**config.mk**
```make
export PLATFORM = sky130hd
export DESIGN_NAME = iter_div
export DESIGN_NICKNAME = d
export VERILOG_FILES = /design/src/rtl/iter_div.sv
export SDC_FILE = /design/constraint.sdc
export NUM_CORES = 1
export LEC_CHECK = 0
export CELL_PAD_IN_SITES_DETAIL_PLACEMENT = 1
export CELL_PAD_IN_SITES_GLOBAL_PLACEMENT = 2
export CORE_UTILIZATION = 31
export CTS_BUF_LIST = sky130_fd_sc_hd__clkbuf_8 sky130_fd_sc_hd__clkbuf_16
export CTS_CLUSTER_DIAMETER = 150
export DETAILED_ROUTE_END_ITERATION = 6
export PLACE_DENSITY_LB_ADDON = 0.1
export SYNTH_ARGS = -nofsm -noshare
export SYNTH_HDL_FRONTEND = slang
export SYNTH_SLANG_ARGS = --single-unit
```
**constraint.sdc**
```tcl
create_clock -name clk -period 4.4 [get_ports clk]
set_input_delay 0.66 -clock clk [delete_from_list [all_inputs] [get_ports clk]]
set_output_delay 0.66 -clock clk [all_outputs]
set_load 0.02 [all_outputs]
```
**src/rtl/iter_div.sv**
```systemverilog
// iter_div: multi-cycle radix-2 restoring divider for the execute stage.
// Produces one quotient bit per clock for DIV (signed) and DIVU (unsigned),
// returning {remainder, quotient} for HI/LO.
//
// Optional feature macro: DIV_ZERO_DETECT_EN
//   defined   : a zero divisor finishes in two cycles with result 0, div_zero_o=1
//   undefined : a zero divisor runs the full iteration; div_zero_o is tied 0
//
// Ports:
//   clk          rising-edge clock
//   rst          synchronous active-high reset
//   signed_div_i 1 = signed divide, 0 = unsigned; sampled with start
//   opdata1_i    dividend; sampled with start
//   opdata2_i    divisor; sampled with start
//   start_i      request, held high until ready_o is seen
//   annul_i      abandon the operation in flight
//   result_o     {remainder, quotient}
//   ready_o      result valid
//   busy_o       state is not IDLE (stall request)
//   div_zero_o   divisor was zero (detect build only)
module iter_div #(
  parameter int WIDTH = 32
) (
  input  logic               clk,
  input  logic               rst,
  input  logic               signed_div_i,
  input  logic [WIDTH-1:0]   opdata1_i,
  input  logic [WIDTH-1:0]   opdata2_i,
  input  logic               start_i,
  input  logic               annul_i,
  output logic [2*WIDTH-1:0] result_o,
  output logic               ready_o,
  output logic               busy_o,
  output logic               div_zero_o
);

  localparam int CNT_W = $clog2(WIDTH) + 1;
  localparam logic [CNT_W-1:0] LAST_CNT = CNT_W'(WIDTH - 1);

  typedef enum logic [1:0] {
    S_IDLE   = 2'd0,
    S_BYZERO = 2'd1,
    S_ON     = 2'd2,
    S_END    = 2'd3
  } state_t;

  state_t           r_state;
  logic [CNT_W-1:0] r_cnt;

  // r_dvd starts as the dividend magnitude; each iteration shifts one
  // dividend bit out of the top and one quotient bit into the bottom, so
  // after WIDTH iterations it holds the quotient magnitude.
  logic [WIDTH-1:0] r_dvd;
  logic [WIDTH-1:0] r_dvs;
  logic [WIDTH-1:0] r_rem;
  logic             r_neg_q;
  logic             r_neg_r;

  logic [WIDTH:0]     w_minuend;
  logic               w_qbit;
  logic [WIDTH-1:0]   w_rem_next;
  logic [WIDTH-1:0]   w_quo_next;
  logic [2*WIDTH-1:0] w_result;
  logic               w_latch;
  logic               w_iter;
  logic [WIDTH-1:0]   w_mag1;
  logic [WIDTH-1:0]   w_mag2;

  // Magnitude of an operand; in signed mode a negative value is negated
  // (two's complement, so the most negative value maps onto itself).
  function automatic logic [WIDTH-1:0] f_mag(input logic signed [WIDTH-1:0] a,
                                             input logic                    is_signed);
    logic signed [WIDTH-1:0] neg;
    neg = -a;
    return (is_signed && (a < 0)) ? neg : a;
  endfunction

  // Apply the sign correction to an unsigned magnitude, wrapping mod 2^WIDTH.
  function automatic logic [WIDTH-1:0] f_fix_sign(input logic [WIDTH-1:0] mag,
                                                  input logic             neg);
    logic signed [WIDTH-1:0] s_mag;
    s_mag = mag;
    return neg ? -s_mag : s_mag;
  endfunction

  assign w_mag1  = f_mag(opdata1_i, signed_div_i);
  assign w_mag2  = f_mag(opdata2_i, signed_div_i);
  assign w_latch = (r_state == S_IDLE) && start_i && !annul_i;
  assign w_iter  = (r_state == S_ON) && !annul_i;

  // One restoring step: the minuend is one bit wider than the divisor, and
  // whenever it is not below the divisor the difference fits in WIDTH bits.
  assign w_minuend  = {r_rem, r_dvd[WIDTH-1]};
  assign w_qbit     = (w_minuend >= {1'b0, r_dvs});
  assign w_rem_next = w_qbit ? (w_minuend[WIDTH-1:0] - r_dvs) : w_minuend[WIDTH-1:0];
  assign w_quo_next = {r_dvd[WIDTH-2:0], w_qbit};
  assign w_result   = {f_fix_sign(w_rem_next, r_neg_r), f_fix_sign(w_quo_next, r_neg_q)};

  // ---- datapath registers (operands and partial results, no reset) ----
  always_ff @(posedge clk) begin
    if (w_latch) begin
      r_dvd   <= w_mag1;
      r_dvs   <= w_mag2;
      r_rem   <= '0;
      r_neg_q <= signed_div_i & (opdata1_i[WIDTH-1] ^ opdata2_i[WIDTH-1]);
      r_neg_r <= signed_div_i & opdata1_i[WIDTH-1];
    end else if (w_iter) begin
      r_dvd <= w_quo_next;
      r_rem <= w_rem_next;
    end
  end

`ifdef DIV_ZERO_DETECT_EN
  logic r_div_zero;
  assign div_zero_o = r_div_zero;
`else
  assign div_zero_o = 1'b0;
`endif

  // ---- control FSM with registered outputs ----
  always_ff @(posedge clk) begin
    if (rst) begin
      r_state  <= S_IDLE;
      r_cnt    <= '0;
      ready_o  <= 1'b0;
      busy_o   <= 1'b0;
      result_o <= '0;
`ifdef DIV_ZERO_DETECT_EN
      r_div_zero <= 1'b0;
`endif
    end else begin
      case (r_state)
        S_IDLE: begin
          if (start_i && !annul_i) begin
            busy_o <= 1'b1;
            r_cnt  <= '0;
`ifdef DIV_ZERO_DETECT_EN
            if (opdata2_i == '0) r_state <= S_BYZERO;
            else                 r_state <= S_ON;
`else
            r_state <= S_ON;
`endif
          end
        end
        S_BYZERO: begin
          if (annul_i) begin
            r_state <= S_IDLE;
            busy_o  <= 1'b0;
          end else begin
            r_state  <= S_END;
            ready_o  <= 1'b1;
            result_o <= '0;
`ifdef DIV_ZERO_DETECT_EN
            r_div_zero <= 1'b1;
`endif
          end
        end
        S_ON: begin
          // Annul wins over both iteration and completion.
          if (annul_i) begin
            r_state <= S_IDLE;
            busy_o  <= 1'b0;
            r_cnt   <= '0;
          end else begin
            r_cnt <= r_cnt + CNT_W'(1);
            if (r_cnt == LAST_CNT) begin
              r_state  <= S_END;
              ready_o  <= 1'b1;
              result_o <= w_result;
            end
          end
        end
        S_END: begin
          if (annul_i || !start_i) begin
            r_state <= S_IDLE;
            ready_o <= 1'b0;
            busy_o  <= 1'b0;
`ifdef DIV_ZERO_DETECT_EN
            r_div_zero <= 1'b0;
`endif
          end
        end
        default: begin
          r_state <= S_IDLE;
          ready_o <= 1'b0;
          busy_o  <= 1'b0;
        end
      endcase
    end
  end

endmodule

```
==> flow_summary.toml, run 1 <==
[run_status]
status = "completed"

[worst_setup_path]
crit_chain = "inv_1 > ha_1 > inv_1 > fa_1 > a211oi_1 > o21ai_2 > a221oi_4 > o31ai_1 > a221oi_2 > xnor2_1 > a221o_1 > a2111o_1 > o41ai_2 > xor2_1 > a22o_1"
startpoint = "r_dvd[31]"
cp.arrival_ns = 4.55
cpMostUsedCell = "inv_1"
critPathTopFamily = "compound AO/OA/AOI/OAI gates"
end_kind = "register"
path_max_fanout = 5
worstPathRequired_ns = 4.75
critPathSlowestCell = "a2111o_1"
path_buf_inv = 2
rr_startpoint = "r_dvd[31]"
critPathKind = "reg -> reg"
startpoint_type = "register"
slowest_delay_ns = 0.44

[sta]
grt_setup_unrepaired = "no"
finalHoldViolCount = 0
relSlewSlack_pct = 27.1
period_minus_slack_ns = 4.20
setup-violations-final = 0
fmax_mhz = 238
period_share_pct = 95.5
drv_slew = 0
final.setup.tns_ns = 0
tightestPinTransition_ns = 1.09
fin_skew_ns = 0.0144

[layout]
fillers = 4206
synthToLayoutAreaGrowth_pct = 25.0
final_core_util_pct = 39.7
drive_gt1_share_pct = 8.85
fin_nets = 1625

[global_route]
grt-ovfl-total = 0
grt_pass1_wl_um = 61900
grt.total_usage_pct = 21.1
grt_start_max_net_pins = 53
grt_pass1_vias = 10800
grt_antenna_before_repair = 0

[yosys]
synthArstFlopShare_pct = 0
ys.warnings.count = 0
synthCells = 1355
synth_edf_count = 66
ys_seq_elements = 172
synth.largest_area_cell = "dfxtp_1"
netlist.area_leader.share_pct = 18.6
syn_area_um2 = 11400
avgSynthCellArea_um2 = 8.40
synth_cell_types = 74
synth_flop_cell = "dfxtp_1"
seq_area_frac_synth_pct = 36.1
syn-num-nets = 1467
synth_area_leaders = "dfxtp_1 (19%), edfxtp_1 (17%), xnor2_1 (5.8%)"

[clock_tree]
cts_tree = "done"
clock-sinks = 172
cts.reportedPaths.clkPinSlew_ns = 0.07
cts.htree.levels = 4
ctsHoldBuffers = 0
clkLatencyLatePin_ns = 0.46
cts_made_buffers = 17
root_buffer = "clkbuf_16"
cts_buffer_depth = 2

[place]
hpwlAfterDp_um = 30800
io_buffers = 134
gp_congestion = 0.850

[pwr]
leakage_nw = 5.36
power.total_mw = 8.61
power_density_nw_per_um2 = 605
ir_drop_mv = 0.298

[detailed_routing]
ant_nets = 0
routedWlPerCell_um = 19.5
vias = 10500
via_per_inst = 5.29
drt_iter0_drc = 440
drt-pass1-iter-count = 5
drcViolationCount = 0
wirelength_um = 38800

[die]
start_util_pct = 31.8
num_io_pins = 136
placementRows = 69
coreArea_um2 = 35800
die_h_um = 194
die_area_um2 = 37500
die_w_um = 194

[worst_hold_path]
hold_start = "result_o[58]"
min_path_type = "reg -> reg"

[run]
maxCapViolCount = 0
==> cell type report <==
cell class	count	area, µm²	share of cell area, %
antenna	1	2.50	0.0176
clock buffer	17	425	2.99
clock inverter	15	151	1.06
inverter	56	213	1.49
multi-input combinational	1062	6860	48.2
sequential	172	4100	28.8
tap	461	577	4.05
timing repair buffer	204	1900	13.3
==> sequential cells by signal, summed over array words and instances, names as in the netlist <==
register,flops
r_state,2
result_o,64
busy_o,1
r_dvd,32
r_neg_r,1
r_dvs,32
r_rem,32
r_neg_q,1
ready_o,1
r_cnt,6
==> worst reg2reg max path, cell delays in order (launching register included) <==
cell      delay [ns]
edfxtp_1        0.39
inv_1           0.08
ha_1            0.15
inv_1           0.05
fa_1            0.42
a211oi_1        0.34
o21ai_2         0.20
a221oi_4        0.41
o31ai_1         0.18
a221oi_2        0.27
xnor2_1         0.13
a221o_1         0.43
a2111o_1        0.44
o41ai_2         0.32
xor2_1          0.10
a22o_1          0.20
==> power by group <==
group          total [mW]  switching (mW)  internal, mW
sequential           2.33           0.340          1.99
clock                1.53           0.773         0.759
combinational        4.75            2.86          1.89
==> metrics by stage <==
step / worst slack (ns) / area [µm²] / hold slack, ns / std cells
after global placement: 0.240 / 13600 / 0.446 / 1953
after CTS: 0.110 / 14200 / 0.475 / 1985
final: 0.196 / 14200 / 0.465 / 1988
after detailed placement: 0.141 / 13600 / 0.461 / 1953
after floorplan: 0.0723 / 11400 / 0.451 / 1355
after global routing: 0.00215 / 14200 / 0.490 / 1987
==> cells by family (layout without fill, tap and decap cells) <==
logic type                 after synthesis  in the layout  synth area share (%)
buffers and inverters                  121            292                  4.17
adders and majority gates               43             43                  4.79
xor gates and xnor gates               140            140                  10.8
DFF                                    172            172                  36.1
other                                    1              2                0.0329
muxes                                   19             19                  1.69
and+or+nand+nor                        470            470                  19.7
AOI/OAI and AO/OA                      389            389                  22.8
==> cell usage in the layout, fill, tap and decap left out, types with 13 or more instances in the layout <==
cell	Yosys	routed
nand2b_1	13	13
nor4_1	23	22
nand2_1	131	130
a22o_1	22	22
nor2_1	147	146
edfxtp_1	66	66
o31ai_1	26	26
a211oi_1	25	25
a21oi_1	80	80
a21o_1	15	15
nor3_1	30	30
clkdlybuf4s50_1	0	133
xnor2_1	75	75
buf_4	2	67
xor2_1	65	65
a22oi_1	34	34
o21ai_0	94	92
clkbuf_16	0	17
or3_1	23	23
inv_1	54	54
mux2i_1	17	16
ha_1	42	39
nand3_1	23	23
and2_1	22	22
dfxtp_1	106	106
==> cell usage after synthesis (25+ instances only) <==
| cell | instances |
|---|---|
| o31ai_1 | 26 |
| a21oi_1 | 80 |
| o21ai_0 | 94 |
| ha_1 | 42 |
| inv_1 | 54 |
| edfxtp_1 | 66 |
| dfxtp_1 | 106 |
| xor2_1 | 65 |
| clkbuf_1 | 53 |
| a211oi_1 | 25 |
| a22oi_1 | 34 |
| nor3_1 | 30 |
| nand2_1 | 131 |
| xnor2_1 | 75 |
| nor2_1 | 147 |
==> per-layer routing <==
| layer | GRT usage [%] | up-vias | share of wire (%) |
|---|---|---|---|
| met5 | 0 | - | 0 |
| met4 | 5.57 | 0 | 1.8 |
| met3 | 2.24 | 33 | 2.4 |
| met2 | 36.0 | 141 | 47 |
| met1 | 28.2 | 5098 | 48 |
| li1 | - | 5251 | - |
==> timing repair <==
action,4_1_cts,5_1_grt
setup buffers,0,2
endpoints found under the setup margin,0,13
endpoints found under the hold margin,0,0
resized for setup,0,11
==> final timing paths <==
| check | end | slack [ns] | cells past startpoint |
|---|---|---|---|
| worst max register to register | result_o[63] | 0.20 | 15 |
| worst min register to register | result_o[58] | 0.46 | 2 |
| worst min-delay path | result_o[58] | 0.46 | 2 |
| worst max-delay path | result_o[63] | 0.20 | 15 |
(Power assumes the default switching activity.)
==> run 2: changes to the inputs <==
ABC_CLOCK_PERIOD_IN_PS = 4400   (was unset)
==> results of run 2 <==
No change in the layout: final DEF, timing and power equal those of run 1.
==> run 3: changes to the inputs <==
==> constraint.sdc (replaced) <==
create_clock -name clk -period 4.4 [get_ports clk]
set_input_delay 0.88 -clock clk [delete_from_list [all_inputs] [get_ports clk]]
set_output_delay 0.88 -clock clk [all_outputs]
set_load 0.02 [all_outputs]
==> flow_summary.toml, run 3 (same netlist as run 1, synthesis figures left out) <==
[run_status]
status = "completed"

[clock_tree]
cts_tree = "done"
cts_buffer_depth = 2
root_buffer = "clkbuf_16"
cts.htree.levels = 4
clock-sinks = 172
postCtsSetupBuffers = 0
cts.reportedPaths.clkPinSlew_ns = 0.07
clkLatencyLatePin_ns = 0.45
cts_made_buffers = 17

[global_route]
grt-ovfl-total = 0
grt_pass1_wl_um = 62600
grt_start_max_net_pins = 53
grt_pass1_vias = 11000
grt.total_usage_pct = 21.3
grt_antenna_before_repair = 1

[layout]
seq_area_um2 = 4100
final_cells = 1993
final_area_um2 = 14200
multi_input_comb_area_um2 = 6840
fillers = 4244
final_common_cell = "nor2_1"
fin_nets = 1631
synthToLayoutAreaGrowth_pct = 25.0
final_core_util_pct = 39.7
n_antenna_cell = 0
final_cell_mix = "nor2_1 (146), clkdlybuf4s50_1 (133), nand2_1 (130)"
regMostFlops = "result_o"
drive_gt1_share_pct = 8.94
largest_reg_flops = 64

[worst_setup_path]
path_max_fanout = 25
critPathKind = "reg -> reg"
startpoint_type = "register"
reg2reg_slack_ns = 0.23
end_kind = "register"
worstPathRequired_ns = 4.74
cp.arrival_ns = 4.51
reg2reg_depth = 14

[sta]
drv_slew = 0
setup-violations-final = 0
grt_setup_unrepaired = "no"
period_minus_slack_ns = 4.17
tightestPinTransition_ns = 1.05
fin_skew_ns = 0.0175
finalHoldViolCount = 0
fmax_mhz = 240
final.setup.tns_ns = 0
period_share_pct = 94.9
relSlewSlack_pct = 29.8

[detailed_routing]
via_per_inst = 5.29
drcViolationCount = 0
wirelength_um = 39000
ant_nets = 0
drt-pass1-iter-count = 5
vias = 10500
routedWlPerCell_um = 19.6
drt_iter0_drc = 458

[worst_hold_path]
hold_depth = 2
min_path_type = "reg -> reg"

[place]
placed_cell_area_um2 = 13600
dp_cells = 1961
gp_congestion = 0.873
io_buffers = 134
hpwlAfterDp_um = 30900

[run]
maxCapViolCount = 0

[die]
die_area_um2 = 37500
coreArea_um2 = 35800
start_util_pct = 31.8
die_h_um = 194
placementRows = 69
die_w_um = 194
num_io_pins = 136

[pwr]
ir_drop_mv = 0.239
power_density_nw_per_um2 = 605
leakage_nw = 5.39
==> run 3: cell types whose count changed in the layout (fill, tap and decap cells not counted), sizes merged <==
cell | previous run | this run
diode | 1 | 0
inv | 66 | 69
clkinv | 4 | 1
buf | 71 | 77
==> run 3: metrics by stage <==
step / setup slack, ns / power, mW / hold WS, ns
floorplan: 0.0723 / 5.36 / 0.451
global placement: 0.319 / 7.09 / 0.447
detailed placement: 0.210 / 7.15 / 0.458
CTS: 0.189 / 8.71 / 0.468
global route: 0.00580 / 9.30 / 0.494
finish: 0.226 / 8.61 / 0.465
==> run 3: final cells by class <==
cell class,instances,area share (%)
clock buffers,17,2.99
clock inverters,15,1.00
inverters,56,1.49
multi-input cells,1062,48.1
flip-flops and latches,172,28.8
well taps,461,4.05
repair buffers,210,13.6
==> run 3: worst paths after layout <==
| path | start | end |
|---|---|---|
| setup / recovery | r_rem[2] | result_o[63] |
| hold / removal | result_o[37] | result_o[37] |
| setup reg to reg | r_rem[2] | result_o[63] |
| hold reg to reg | result_o[37] | result_o[37] |
==> run 3: power breakdown <==
| part | switching [mW] | internal, mW |
|---|---|---|
| sequential | 0.345 | 1.99 |
| clock | 0.761 | 0.756 |
| combinational | 2.84 | 1.93 |
==> run 3: layer usage <==
layer	part of all wire, %	track usage (%)	vias to the layer above
met5	0	0	-
met2	48	36.6	135
li1	-	-	5267
met1	49	28.3	5114
met3	2.0	2.38	30
met4	1.5	5.39	0
==> run 3: worst max-delay path, stage by stage (launching register included) <==
cell      delay (ns)
dfxtp_1         0.40
ha_1            0.42
nand3_2         0.12
a21o_1          0.24
a2111o_1        0.48
a211o_1         0.34
nand3_4         0.16
buf_4           0.15
buf_12          0.17
o211ai_1        0.10
a221o_1         0.39
a2111o_1        0.43
o41ai_2         0.34
xor2_1          0.11
a22o_1          0.20
==> run 3: repair_timing <==
item,in CTS,in global routing
hold buffers,0,0
resized for setup,0,6
endpoints found under the setup margin,0,8
